### src/rtl/wm_us_echo_gen.sv
// HC-SR04 ultrasonic sensor emulator: accepts a trigger pulse, waits the burst time,
// then drives echo high for a time proportional to the programmed distance.
module wm_us_echo_gen #(
   parameter int CLK_PER_US     = 125,
   parameter int TRIG_MIN_US    = 10,
   parameter int BURST_US       = 200,
   parameter int ECHO_US_PER_CM = 58,
   parameter int TIMEOUT_US     = 38000,
   parameter int HOLDOFF_US     = 10000
) (
   input  logic       clk,
   input  logic       rstn,
   input  logic       trig_in,
   input  logic [7:0] dist_cm,
   output logic       echo_out,
   output logic       busy,
   output logic       trig_err,
   output logic       trig_ignored
);

   localparam int PW = (CLK_PER_US > 1) ? $clog2(CLK_PER_US) : 1;

   typedef enum logic [2:0] {IDLE, TRIG_HI, BURST, ECHO, HOLDOFF} state_t;

   state_t          state, state_nxt;
   logic            trig_s1, trig_s2, trig_d;
   logic [PW-1:0]   presc;
   logic [15:0]     us_cnt;
   logic [15:0]     echo_len;
   logic [16:0]     width_us;
   logic            tick, trig_rise, trig_fall;
   logic            accept, err_nxt, ign_nxt;

   assign tick      = (presc == PW'(CLK_PER_US - 1));
   assign trig_rise = trig_s2 & ~trig_d;
   assign trig_fall = ~trig_s2 & trig_d;
   // Include the tick landing in the fall cycle so an N us pulse measures N us.
   assign width_us  = {1'b0, us_cnt} + {16'd0, tick};

   always_ff @(posedge clk or negedge rstn) begin
      if (!rstn) state <= IDLE;
      else       state <= state_nxt;
   end

   always_comb begin
      state_nxt = state;
      accept    = 1'b0;
      err_nxt   = 1'b0;
      ign_nxt   = 1'b0;
      case (state)
         IDLE:    if (trig_rise) state_nxt = TRIG_HI;
         TRIG_HI: begin
            if (trig_fall) begin
               if (width_us >= 17'(TRIG_MIN_US)) begin
                  accept    = 1'b1;
                  state_nxt = BURST;
               end else begin
                  err_nxt   = 1'b1;
                  state_nxt = IDLE;
               end
            end
         end
         BURST: begin
            ign_nxt = trig_rise;
            if (tick && us_cnt == 16'(BURST_US - 1)) state_nxt = ECHO;
         end
         ECHO: begin
            ign_nxt = trig_rise;
            if (tick && us_cnt == echo_len - 16'd1) state_nxt = HOLDOFF;
         end
         HOLDOFF: begin
            ign_nxt = trig_rise;
            if (tick && us_cnt == 16'(HOLDOFF_US - 1)) state_nxt = IDLE;
         end
         default: state_nxt = IDLE;
      endcase
   end

   // Outputs are registered from state_nxt, so echo changes on the same edge as the
   // state; this adds one fixed cycle between the sync'd trig fall and the echo rise.
   always_ff @(posedge clk or negedge rstn) begin
      if (!rstn) begin
         trig_s1      <= 1'b0;
         trig_s2      <= 1'b0;
         trig_d       <= 1'b0;
         presc        <= '0;
         us_cnt       <= '0;
         echo_len     <= '0;
         echo_out     <= 1'b0;
         busy         <= 1'b0;
         trig_err     <= 1'b0;
         trig_ignored <= 1'b0;
      end else begin
         trig_s1 <= trig_in;
         trig_s2 <= trig_s1;
         trig_d  <= trig_s2;
         if (state_nxt != state || state == IDLE) begin
            presc  <= '0;
            us_cnt <= '0;
         end else begin
            presc <= tick ? '0 : presc + PW'(1);
            if (tick && us_cnt != 16'hFFFF) us_cnt <= us_cnt + 16'd1;
         end
         if (accept)
            echo_len <= (dist_cm == 8'd0) ? 16'(TIMEOUT_US)
                                          : 16'(dist_cm) * 16'(ECHO_US_PER_CM);
         echo_out     <= (state_nxt == ECHO);
         busy         <= (state_nxt != IDLE);
         trig_err     <= err_nxt;
         trig_ignored <= ign_nxt;
      end
   end

endmodule

### config.mk
export PLATFORM = sky130hd
export DESIGN_NAME = wm_us_echo_gen
export DESIGN_NICKNAME = d
export VERILOG_FILES = /design/src/rtl/wm_us_echo_gen.sv
export SDC_FILE = /design/constraint.sdc
export NUM_CORES = 1
export LEC_CHECK = 0
export ABC_AREA = 1
export ABC_CLOCK_PERIOD_IN_PS = 3200
export BUFFER_PORTS_ARGS = -buffer_cell sky130_fd_sc_hd__buf_2
export CAP_MARGIN = 15
export CORE_MARGIN = 1
export CORE_UTILIZATION = 47
export DETAILED_ROUTE_END_ITERATION = 8
export PLACE_DENSITY_LB_ADDON = 0.2
export SETUP_SLACK_MARGIN = 0.05
export SKIP_CTS_REPAIR_TIMING = 1
export SYNTH_ARGS = -nofsm -noshare
export SYNTH_HDL_FRONTEND = slang
export SYNTH_SLANG_ARGS = --single-unit
### constraint.sdc
create_clock -name clk -period 3.2 [get_ports clk]
set_input_delay 0.48 -clock clk [delete_from_list [all_inputs] [get_ports clk]]
set_output_delay 0.48 -clock clk [all_outputs]
set_load 0.05 [all_outputs]
# Yosys cells after proc, flatten, opt, wreduce, memory -nomap -nowiden
# Index checks and enable logic that the tools add are counted.
# Widths: inputs -> output; s select.
dict set report totals {
  regBits 49
  input_bits 11
  output_inout_bits 4
}
dict set report op_classes {
  add_sub_neg 4
  multipliers 1
  n_lt_le_gt_ge 1
  n_eq_ne 11
  muxes 19
  bitwise_logic 4
  reduce_logical 10
}
# operator count
set op_table {}
lappend op_table {{$mux 16} 3}
lappend op_table {{$add 16x1->17} 1}
lappend op_table {{$ge 17x4->1 const B} 1}
lappend op_table {{$add 16x1->16 const B} 1}
lappend op_table {{$eq 16x14->1 const B} 1}
lappend op_table {{$eq 16x16->1} 1}
lappend op_table {{$eq 16x8->1 const B} 1}
lappend op_table {{$ne 16x16->1 const B} 1}
lappend op_table {{$sub 16x1->16 const B} 1}
lappend op_table {{$mux 3} 5}
lappend op_table {{$pmux 3 s5} 1}
lappend op_table {{$mux 7} 2}
lappend op_table {{$mul 8x5->13 const B} 1}
lappend op_table {{$eq 3x2->1 const B} 3}
lappend op_table {{$logic_not 8->1} 1}
lappend op_table {{$add 7x1->7 const B} 1}
lappend op_table {{$eq 7x7->1 const B} 1}
lappend op_table {{$mux 1} 7}
lappend op_table {{$logic_and 1x1->1} 4}
lappend op_table {{$eq 3x1->1 const B} 1}
lappend op_table {{$eq 3x3->1 const B} 1}
lappend op_table {{$logic_not 3->1} 1}
lappend op_table {{$ne 3x3->1} 1}
lappend op_table {{$reduce_bool 3->1} 1}
lappend op_table {{6 further kinds} 8}

# Longest topological paths before layout
# Gate-level depths: netlist of run 1.
dict set report logic_depth {
  word_depth 9
  ltp_mapped 19
}

# Least setup slack after synthesis of run 1
# OpenSTA, ideal clock, no wires.
dict set report synth_path {
  kind {input -> register}
  from {in dist_cm[1]}
  to {reg echo_len[13]}
  arrival_time_ns 3.069
  t_required_ns 3.083
  setup_slack_ns 0.014
  stages 16
  path_cell_list {fa_1 -> ha_1 -> inv_1 -> fa_1 -> inv_1 -> ha_1 -> nand3_1 -> nand2_1 -> nand4_1 -> o211ai_1 -> nand2_1 -> nand2_1 -> a21oi_1 -> or2_2 -> nand3_1 -> nand2_1}
}
dict set report synth_between {
  elab_chain_cells 2
  elab_cells_between_ends 3
  cone_classes {1 x mul; 1 x mux; 1 x reduce/logical}
}
# element line
set synth_rtl {}
lappend synth_rtl {{from (decl)} 14} ;# input logic [7:0] dist_cm,
lappend synth_rtl {{$mul 8x5->13 / $logic_not 8->1 (equally long branches)} {106, 105}}
lappend synth_rtl {{$mux 16 *} 105} ;# echo_len <= (dist_cm == 8'd0) ? 16'(TIMEOUT_US)
lappend synth_rtl {{to (signal assigned)} 105}
lappend synth_rtl {{to (decl)} 29} ;# logic [15:0] echo_len;
# Every way passes the cells marked *; elsewhere a longest branch is shown, timed or not.
# A chain may end at the register's enable or synchronous reset.

# Worst setup path after layout of run 1
dict set report layout_path {
  from {in dist_cm[2]}
  to {reg echo_len[13]}
}
# The elaborated chain is that of the path after synthesis.

==> results.txt, run 1 <==
----------------------------------------------------
[Logic synthesis]
  Most frequently used cell type in the post-synthesis netlist ... nand2_1
  Avg Inst Size Synth ... 7.381 um^2
  Number of flops mapped to enable cells by yosys ... 0
  Number of instances in the synthesized netlist ... 597
  Proportion of synthesized flip-flops having asynchronous set or reset ... 1.000
  Synth top area share ... 0.2669
  Ys Warns ... 0
  Count of unique library cells instantiated by Yosys ... 32
  Synthesis-stage register bit count ... 47
  Cell Area, Synth ... around 0.0044 mm^2
  Post-Synthesis Net Count ... 656
  Top cell types by occurrence after synthesis ... 136 x nand2_1, 90 x inv_1, 74 x nor2_1
  Sequential fraction of the synthesis area ... 0.2669
  Area leader, netlist ... dfrtp_1
  Ranking of synthesized cells by area ... dfrtp_1 27%, nand2_1 12%, ha_1 11%
  Most common flop cell mapped by yosys ... dfrtp_1

[Worst setup path]
  Startpoint type of the worst setup path ... input port
  Type of the worst setup path ... in -> reg
  Cell class contributing the biggest share of worst-path delay ... adder cells
  Largest stage delay, worst path ... 0.49 ns
  CP most frequent cell ... nand2_1
  Required time of the critical path ... around 3.4 ns
  CP cell instances ... buf_4, fa_1, ha_1, inv_1, fa_1, inv_2, ha_4, nand3_2, nand2_2, nand4_1, o211ai_1, nand2_1, nand2_1, a21oi_1, or2_4, nand3_2, nand2_1
  Total buffers and inverters traversed by the critical path ... 3
  Largest fanout on the critical path ... 4
  Cell with the largest stage delay on the worst path ... fa_1
  Worst setup EP type ... flop
  Worst path arrival time ... 3.16 ns

[Run status]
  Outcome ... finished clean

[Power and ir drop]
  Combinational cell fraction of total power ... 0.378
  Net switching component of the power ... 640.8 uW
  PwrDens ... 368.2 mW/mm^2
  Switch share ... 0.3511
  Pleak ... 2.395 nW
  Sequential share of power ... 0.363
  P_int ... 1.184 mW
  Total Power Consumption ... between 1.5 and 2 mW
  Part of the power in the clock network ... 0.259
  Worst IR drop on VDD ... 0.0002346 V

[STA]
  Fraction of the cycle the final worst path needs ... 0.9288
  Final clock skew ... 0.01531 ns
  Number of max-slew violations in the final report ... 0
  Final setup fails ... 0
  Worst slew pin tran ... 0.4699 ns
  Highest Clock Rate ... 336.4 MHz
  Number of hold violations in the final report ... 0
  RSZ-0062 raised after global routing ... true
  Final min period ... 2.972 ns
  Sum Neg Setup Slack ... 0 ns
  Max-slew headroom ... 0.6839

[Hold path]
  Class of the worst hold path ... in -> async

[Final layout]
  Area occupied by registers ... 0.001176 mm^2
  P&R area growth vs syn ... 12.46%
  Final net count ... 694
  FILL cells ... 820
  Share of final-layout standard cells stronger than drive strength 1 ... 0.1635
  Antenna Diode Count ... 0
  Area of combinational cells with multiple inputs ... 0.002870 mm^2

[Detailed routing]
  Drc violations ... 0
  Residual antenna-violating net count after detailed routing ... 0
  Total length of routed wires ... 9798 um
  Routed vias/inst ... 5.035
  Via count ... ~3700
  Number of detailed-route iterations in the first pass ... 4
  Routed length per placed instance ... 13.17 um
  Iter 0 DRT Violations ... 165

[Floorplanning]
  Chip Height ... 98.83 um
  Core Region ... just under 0.009 mm^2
  Number of core rows ... 34
  Starting density of the core ... 0.4956
  Die ar. ... 0.009767 mm^2
  Horiz. Die Dim ... roughly 100 um
  Number of ports placed on the die boundary ... 15

[Place]
  Count of buffers from port buffering ... 14
  DP HPWL ... 7936 um
  RD Place Congestion ... between 0.8 and 0.9

[Global routing]
  Remaining global-route overflow ... 0
  Global-route wire length before repair ... 16860 um
  Antenna violations before repair ... 0
  Vias in the first global route ... ~3600
  Largest net degree at the start of global routing ... 48
  Overall global routing resource usage ... 0.2162

[Clock tree]
  CTS tree ... yes
  Clock slew at the register clock pins of the worst setup and hold paths ... 0.10 ns
  Worst-case clock buffer depth ... 2
  Library cell used as clock root buffer ... clkbuf_8
  Number of buffers created by CTS ... 5
  Clock Sinks ... 47
  Insertion delay to the later sink of the worst-skew pair ... 0.30 ns
  H-tree depth reported by CTS ... 2

[Job]
  Number of maximum-capacitance violations ... 0

----------------------------------------------------
-- state kept, by name, indices dropped and copies added, names as in the netlist --
register	flops
trig_s2	1
trig_err	1
us_cnt	16
trig_ignored	1
busy	1
echo_out	1
state	3
echo_len	14
trig_s1	1
trig_d	1
presc	7
-- power groups by stage --
stage,Combinational (mW),Clock [mW],Sequential (mW)
floorplan,0.444,0,0.670
global placement,0.643,0,0.672
detailed placement,0.656,0,0.675
CTS,0.659,0.485,0.663
global route,0.773,0.512,0.668
finish,0.689,0.473,0.663
-- layout by cell type, fill, tap and decap left out, drive strengths merged --
cell	n
nand2	143
nor2	102
inv	94
dfrtp	47
nand3	41
buf	40
ha	37
xor2	29
a21oi	20
o21ai	18
fa	11
nand4	10
nor3	9
xnor2	8
clkbuf	6
nand3b	5
nor4	3
o211ai	3
o31ai	3
or2	3
clkinv	2
a41oi	1
bufinv	1
-- cells by family (layout without fill, tap and decap cells) --
logic type,after synthesis,after routing,share of synthesized area
compound gates,45,45,0.05537
fa+ha+maj,48,48,0.1550
buf+inv,104,143,0.09682
flops,47,47,0.2669
xor+xnor,37,37,0.07354
simple gates,316,316,0.3524
-- worst paths after layout --
path                                     from                       end  slack (ns)  depth (start not counted)
max reg2reg                presc[0]$_DFF_PN0_        echo_out$_DFF_PN0_        0.36                         19
max in group asynchronous                rstn   echo_len[9]$_DFFE_PN0P_        2.58                          2
min in group clk                      trig_in         trig_s1$_DFF_PN0_        0.28                          1
max                                dist_cm[2]  echo_len[13]$_DFFE_PN0P_        0.23                         17
min reg2reg                 trig_s1$_DFF_PN0_         trig_s2$_DFF_PN0_        0.36                          0
min                                      rstn        presc[6]$_DFF_PN0_        0.10                          1
-- area by class of cell --
class,instances,area share
Multi-Input combinational cell,446,0.5791
Tap cell,108,0.02727
Sequential cell,47,0.2373
Clock buffer,6,0.01666
Clock inverter,2,0.007826
Inverter,95,0.07195
Timing Repair Buffer,40,0.05983
-- per-stage QoR --
stage / instances / area, um^2 / utilization / setup WS, ns / hold WS (ns)
4_1_cts: 740 / 4853 / 0.5459 / 0.1062 / 0.2761
3_3_place_gp: 732 / 4732 / 0.5322 / -0.1299 / 0.3359
2_1_floorplan: 597 / 4419 / - / 0.07107 / 0.1844
6_report: 744 / 4956 / 0.5574 / 0.2277 / 0.1021
3_5_place_dp: 732 / 4732 / 0.5322 / -0.2056 / 0.3397
5_1_grt: 744 / 4956 / 0.5574 / 0.02162 / 0.1302
-- per-layer routing --
layer / share of wire / global-route usage
met1: 0.45 / 0.2647
met4: 0.022 / 0.06085
met2: 0.51 / 0.4002
met5: 0 / 0
met3: 0.025 / 0.02270
No activity file was read; power rests on OpenSTA's default activity.
==> run 2, diff against run 1 <==
--- a/config.mk
+++ b/config.mk
@@ -9,6 +9,8 @@
 export ABC_CLOCK_PERIOD_IN_PS = 3200
 export BUFFER_PORTS_ARGS = -buffer_cell sky130_fd_sc_hd__buf_2
 export CAP_MARGIN = 15
+export CELL_PAD_IN_SITES_DETAIL_PLACEMENT = 1
+export CELL_PAD_IN_SITES_GLOBAL_PLACEMENT = 1
 export CORE_MARGIN = 1
 export CORE_UTILIZATION = 47
 export DETAILED_ROUTE_END_ITERATION = 8
@@ -18,3 +20,4 @@
 export SYNTH_ARGS = -nofsm -noshare
 export SYNTH_HDL_FRONTEND = slang
 export SYNTH_SLANG_ARGS = --single-unit
+export TNS_END_PERCENT = 30
==> constraint.sdc (replaced) <==
create_clock -name clk -period 3.2 [get_ports clk]
set_input_delay 0.48 -clock clk [delete_from_list [all_inputs] [get_ports clk]]
set_output_delay 0.48 -clock clk [all_outputs]
set_load 0.005 [all_outputs]
==> run 2 against run 1 <==
Compared with the run above:
- non-clock buffer count rose by 4
- via count rose by 7.2%
- sequential power about the same
- routed wire length grew 30%
- setup slack lost 0.14 ns
- critical path depth decreased by 1
- largest power group unchanged
- highest routed layer unchanged
==> results.txt, run 2 (synthesis gave the netlist of run 1 again) <==
----------------------------------------------------
[Run status]
  Outcome ... finished clean

[Global routing]
  Largest net degree at the start of global routing ... 48
  Global-route wire length before repair ... between 20000 and 25000 um
  Met3 GRT Util ... 0.04894
  Remaining global-route overflow ... 0
  M2 GR Usage ... 0.4879
  Antenna violations before repair ... 0
  Routing layer with the top usage in global route ... met2
  Vias in the first global route ... 4197
  Overall global routing resource usage ... 0.2670
  GR met1 Demand/Resource ... 0.3219

[Final layout]
  Flip-flop count of the largest register after layout ... 16
  Final cell area excluding filler cells ... 0.005004 mm^2
  Area occupied by registers ... between 0.001 and 0.0015 mm^2
  Share of final-layout standard cells stronger than drive strength 1 ... 0.1706
  Register bank with the most flops ... us_cnt
  Final net count ... 698
  Most common cell after layout, fill and taps aside ... nand2_1
  Core Util, Final ... 0.5628
  Area of combinational cells with multiple inputs ... roughly 0.0029 mm^2
  Registers with the most flip-flops ... us_cnt: 16 flops, echo_len: 14 flops, presc: 7 flops
  Leading cell types in the layout, fill and taps excluded ... 135 x nand2_1, 88 x inv_1, 74 x nor2_1
  Antenna Diode Count ... 0
  P&R area growth vs syn ... 13.54%
  Post-route non-filler standard cell count ... between 700 and 800
  FILL cells ... around 1100

[STA]
  Fraction of the cycle the final worst path needs ... 0.9715
  Number of hold violations in the final report ... 0
  RSZ-0062 raised after global routing ... true
  Final min period ... 3.109 ns
  Worst slew pin tran ... between 0.5 and 0.6 ns
  Final setup fails ... 0
  Number of max-slew violations in the final report ... 0
  Max-slew headroom ... 0.6337
  Setup slack after layout ... 0.09118 ns
  Highest Clock Rate ... ~320 MHz
  Final clock skew ... 0.007387 ns

[Worst setup path]
  CP most frequent cell ... nand2_1
  Required time of the critical path ... between 3 and 4 ns
  CP cell instances ... buf_2, buf_4, fa_1, ha_1, ha_1, ha_4, nand2_1, inv_1, nand4_1, o211ai_1, nand2_1, nand2_1, a21oi_2, or2_4, nand3_2, nand2_1
  Type of the worst setup path ... in -> reg
  Largest fanout on the critical path ... 3
  Depth of the worst register-to-register path ... 18
  Total buffers and inverters traversed by the critical path ... 3
  Cell class contributing the biggest share of worst-path delay ... adder cells
  Startpoint type of the worst setup path ... input port
  Cell with the largest stage delay on the worst path ... fa_1
  Worst reg2reg setup slack ... ~0.22 ns
  Terminus of the critical flop-to-flop path ... echo_len[4]$_DFFE_PN0P_
  Largest stage delay, worst path ... between 0.4 and 0.5 ns
  Worst path arrival time ... 3.32 ns
  Worst setup EP type ... flop
  Worst R2R Start ... presc[0]$_DFF_PN0_

[Power and ir drop]
  PwrDens ... around 380 mW/mm^2
  Worst IR drop on VDD ... 0.0002198 V
  Pleak ... between 2 and 2.5 nW

[Clock tree]
  Insertion delay to the later sink of the worst-skew pair ... between 0.3 and 0.4 ns
  Clock Sinks ... 47
  Clock slew at the register clock pins of the worst setup and hold paths ... 0.10 ns
  CTS tree ... yes
  Worst-case clock buffer depth ... 2
  Number of buffers created by CTS ... 5
  H-tree depth reported by CTS ... 2
  Library cell used as clock root buffer ... clkbuf_8

[Detailed routing]
  Routed vias/inst ... 5.378
  Routed length per placed instance ... approximately 17 um
  Drc violations ... 0
  Iter 0 DRT Violations ... 167
  Total length of routed wires ... ~13000 um
  Number of detailed-route iterations in the first pass ... 4
  Residual antenna-violating net count after detailed routing ... 0
  Via count ... 4017

[Place]
  DP HPWL ... 10020 um
  Number of placed instances with taps included ... 735
  Worst setup slack after placement ... -0.3290 ns
  RD Place Congestion ... 0.9160
  Placed cell area ... 0.004755 mm^2
  Count of buffers from port buffering ... 14

[Job]
  Number of maximum-capacitance violations ... 0

[Floorplanning]
  Die ar. ... 0.009767 mm^2
  Number of core rows ... 34
  Number of ports placed on the die boundary ... 15
  Starting density of the core ... 0.4956
  Horiz. Die Dim ... 98.83 um
  Core Region ... 0.008891 mm^2
  Chip Height ... 98.83 um

[Hold path]
  Class of the worst hold path ... in -> async

----------------------------------------------------
==> run 2: cell types whose count changed in the layout (fill, tap and decap cells not counted), moves of 2 or more <==
cell | previous run | this run
nor2_1 | 72 | 74
ha_4 | 2 | 4
a21oi_1 | 19 | 17
buf_4 | 24 | 29
nor2_2 | 6 | 3
a21oi_2 | 1 | 3
==> run 2: how the worst max path moves through the flow <==
stage	slack (ns)	end	startpoint	cells past startpoint
global placement	-0.11	echo_len[13]$_DFFE_PN0P_	dist_cm[1]	17
CTS	-0.03	echo_len[13]$_DFFE_PN0P_	presc[0]$_DFF_PN0_	17
floorplan	0.07	echo_len[13]$_DFFE_PN0P_	dist_cm[1]	16
finish	0.09	echo_len[13]$_DFFE_PN0P_	dist_cm[5]	16
global route	-0.05	echo_len[13]$_DFFE_PN0P_	dist_cm[5]	16
detailed placement	-0.33	echo_len[13]$_DFFE_PN0P_	dist_cm[3]	15
==> run 2: per-stage QoR <==
| step | setup TNS, ns | hold WS (ns) | power [mW] |
|---|---|---|---|
| after floorplan | 0 | 0.1844 | 1.106 |
| after global placement | -0.1324 | 0.3314 | 1.298 |
| after detailed placement | -0.9309 | 0.3364 | 1.359 |
| after CTS | -0.1588 | 0.2698 | 1.817 |
| after global routing | -0.04839 | 0.08268 | 2.017 |
| final | 0 | 0.06198 | 1.904 |
==> run 2: power breakdown <==
group	switching (mW)	leakage [nW]	internal, mW
Clock	0.227	0.0502	0.229
Sequential	0.0376	0.581	0.624
Combinational	0.446	1.77	0.341
Total	0.711	2.40	1.19
==> run 2: per-layer routing <==
layer | share of wire | up-vias
li1 | - | 1951
met3 | 0.027 | 25
met2 | 0.52 | 66
met1 | 0.42 | 1975
met4 | 0.028 | 0
met5 | 0 | -
==> run 2: layout make-up <==
| cell class | instances | share of cell area |
|---|---|---|
| well taps | 108 | 0.02701 |
| inverters | 95 | 0.07127 |
| multi-input cells | 446 | 0.5796 |
| clock inverters | 2 | 0.007502 |
| clock buffers | 5 | 0.01375 |
| repair buffers | 44 | 0.06577 |
| flip-flops and latches | 47 | 0.2351 |
==> run 3, diff against run 2 <==
--- a/config.mk
+++ b/config.mk
@@ -15,6 +15,7 @@
 export CORE_UTILIZATION = 47
 export DETAILED_ROUTE_END_ITERATION = 8
 export PLACE_DENSITY_LB_ADDON = 0.2
+export REMOVE_ABC_BUFFERS = 1
 export SETUP_SLACK_MARGIN = 0.05
 export SKIP_CTS_REPAIR_TIMING = 1
 export SYNTH_ARGS = -nofsm -noshare
==> run 3 against run 2 <==
Compared with the run above:
- worst hold slack improved by 0.045 ns
- die area unchanged
- highest routed layer unchanged
- power shrank 7.7%
- critical path depth increased by 1
- global-route usage fell by 0.70 points
==> results.txt, run 3 (synthesis gave the netlist of run 1 again) <==
----------------------------------------------------
[Run status]
  Outcome ... finished clean

[Global routing]
  Remaining global-route overflow ... 0
  Global-route wire length before repair ... between 20000 and 25000 um
  Overall global routing resource usage ... 0.2600
  Antenna violations before repair ... 0
  Largest net degree at the start of global routing ... 48
  Vias in the first global route ... 4291

[Place]
  Count of buffers from port buffering ... 14
  DP HPWL ... 9664 um
  RD Place Congestion ... 0.9209
  Number of placed instances with taps included ... 731
  Worst setup slack after placement ... -0.2639 ns

[Detailed routing]
  Routed vias/inst ... 5.306
  Residual antenna-violating net count after detailed routing ... 0
  Drc violations ... 0
  Via count ... 3937
  Routed length per placed instance ... 16.14 um
  Total length of routed wires ... about 12000 um
  Number of detailed-route iterations in the first pass ... 4
  Iter 0 DRT Violations ... 112

[Final layout]
  Post-route non-filler standard cell count ... roughly 740
  Share of final-layout standard cells stronger than drive strength 1 ... 0.1562
  Leading cell types in the layout, fill and taps excluded ... 135 x nand2_1, 89 x inv_1, 73 x nor2_1
  Flip-flop count of the largest register after layout ... 16
  Registers with the most flip-flops ... us_cnt: 16 flops, echo_len: 14 flops, presc: 7 flops
  Core Util, Final ... 0.5528
  Register bank with the most flops ... us_cnt
  P&R area growth vs syn ... 11.53%
  Antenna Diode Count ... 0
  Most common cell after layout, fill and taps aside ... nand2_1
  Final net count ... between 600 and 700

[Worst setup path]
  Worst path arrival time ... between 3 and 4 ns
  Largest fanout on the critical path ... 5
  Worst R2R Start ... presc[0]$_DFF_PN0_
  Worst setup EP type ... flop
  Startpoint type of the worst setup path ... input port
  Depth of the worst register-to-register path ... 18
  Terminus of the critical flop-to-flop path ... echo_len[7]$_DFFE_PN0P_
  Worst reg2reg setup slack ... ~0.27 ns
  Type of the worst setup path ... in -> reg
  Required time of the critical path ... about 3.4 ns

[Job]
  Number of maximum-capacitance violations ... 0

[STA]
  Max-slew headroom ... 0.6813
  Fraction of the cycle the final worst path needs ... 0.9550
  Final setup fails ... 0
  Number of hold violations in the final report ... 0
  Highest Clock Rate ... 327.2 MHz
  Number of max-slew violations in the final report ... 0
  Final clock skew ... 0.005926 ns
  Worst slew pin tran ... 0.4737 ns
  Sum Neg Setup Slack ... 0 ns
  RSZ-0062 raised after global routing ... false
  Final min period ... 3.056 ns
  Setup slack after layout ... 0.1440 ns

[Clock tree]
  Worst-case clock buffer depth ... 2
  Insertion delay to the later sink of the worst-skew pair ... 0.30 ns
  Library cell used as clock root buffer ... clkbuf_8
  Clock Sinks ... 47
  Clock slew at the register clock pins of the worst setup and hold paths ... 0.09 ns
  Number of buffers created by CTS ... 5
  H-tree depth reported by CTS ... 2
  CTS tree ... yes

[Floorplanning]
  Die ar. ... 0.009767 mm^2
  Horiz. Die Dim ... 98.83 um
  Number of ports placed on the die boundary ... 15
  Number of core rows ... 34
  Core Region ... 0.008891 mm^2
  Chip Height ... 98.83 um
  Starting density of the core ... 0.4956

[Hold path]
  Class of the worst hold path ... in -> async

[Power and ir drop]
  PwrDens ... 357.6 mW/mm^2
  Total Power Consumption ... between 1.5 and 2 mW
  Worst IR drop on VDD ... 0.0002102 V
  Pleak ... 2.369 nW

----------------------------------------------------
-- run 3: changes by cell type in the layout (fill, tap and decap cells not counted), sizes merged --
| cell | change |
|---|---|
| buf | -7 |
| bufinv | -1 |
| clkbuf | +3 |
| clkinvlp | -1 |
| nand2 | +1 |
-- run 3: worst max path at each step --
| stage | start | end | slack [ns] | cells past startpoint |
|---|---|---|---|---|
| global route | dist_cm[2] | echo_len[13]$_DFFE_PN0P_ | 0.006 | 17 |
| CTS | presc[0]$_DFF_PN0_ | echo_len[11]$_DFFE_PN0P_ | 0.03 | 17 |
| detailed placement | dist_cm[2] | echo_len[13]$_DFFE_PN0P_ | -0.26 | 17 |
| global placement | dist_cm[1] | echo_len[13]$_DFFE_PN0P_ | -0.14 | 17 |
| finish | dist_cm[2] | echo_len[13]$_DFFE_PN0P_ | 0.14 | 17 |
| floorplan | dist_cm[1] | echo_len[13]$_DFFE_PN0P_ | 0.01 | 16 |
-- run 3: per-stage QoR --
step                      hold slack [ns]  instance area (um^2)
after global placement             0.3350                  4712
after detailed placement           0.3385                  4712
after global routing               0.1269                  4915
after floorplan                    0.1844                  4337
final                              0.1071                  4915
after CTS                          0.2772                  4812
-- run 3: routing by layer --
| layer | routed length (um) | track usage | vias to the layer above |
|---|---|---|---|
| met5 | 0 | 0 | - |
| met4 | 295 | 0.08955 | 0 |
| met3 | 250 | 0.02270 | 19 |
| met2 | 6308 | 0.4965 | 45 |
| met1 | 5124 | 0.3021 | 1939 |
| li1 | - | - | 1934 |
-- run 3: report_power, final --
part / switching, mW / internal, mW / leakage (nW) / total [mW]
Sequential: 0.0355 / 0.624 / 0.581 / 0.659
Combinational: 0.398 / 0.296 / 1.74 / 0.694
Clock: 0.206 / 0.198 / 0.0515 / 0.403
Total: 0.639 / 1.12 / 2.37 / 1.76
-- run 3: layout make-up --
cell class	instances	area [um^2]
tap	108	135.1
sequential	47	1176
timing repair buffer	37	270.3
multi-input combinational	447	2877
fill	1157	3976
inverter	95	356.6
clock buffer	8	100.1
-- run 3: worst max-delay path, stage by stage --
cell      delay, ns
buf_4          0.14
fa_1           0.49
ha_1           0.29
inv_1          0.05
fa_1           0.49
inv_2          0.05
ha_4           0.27
nand3_2        0.08
nand2_2        0.07
nand4_1        0.09
o211ai_1       0.16
nand2_1        0.12
nand2_1        0.08
a21oi_1        0.07
or2_4          0.23
nand3_2        0.05
nand2_1        0.06
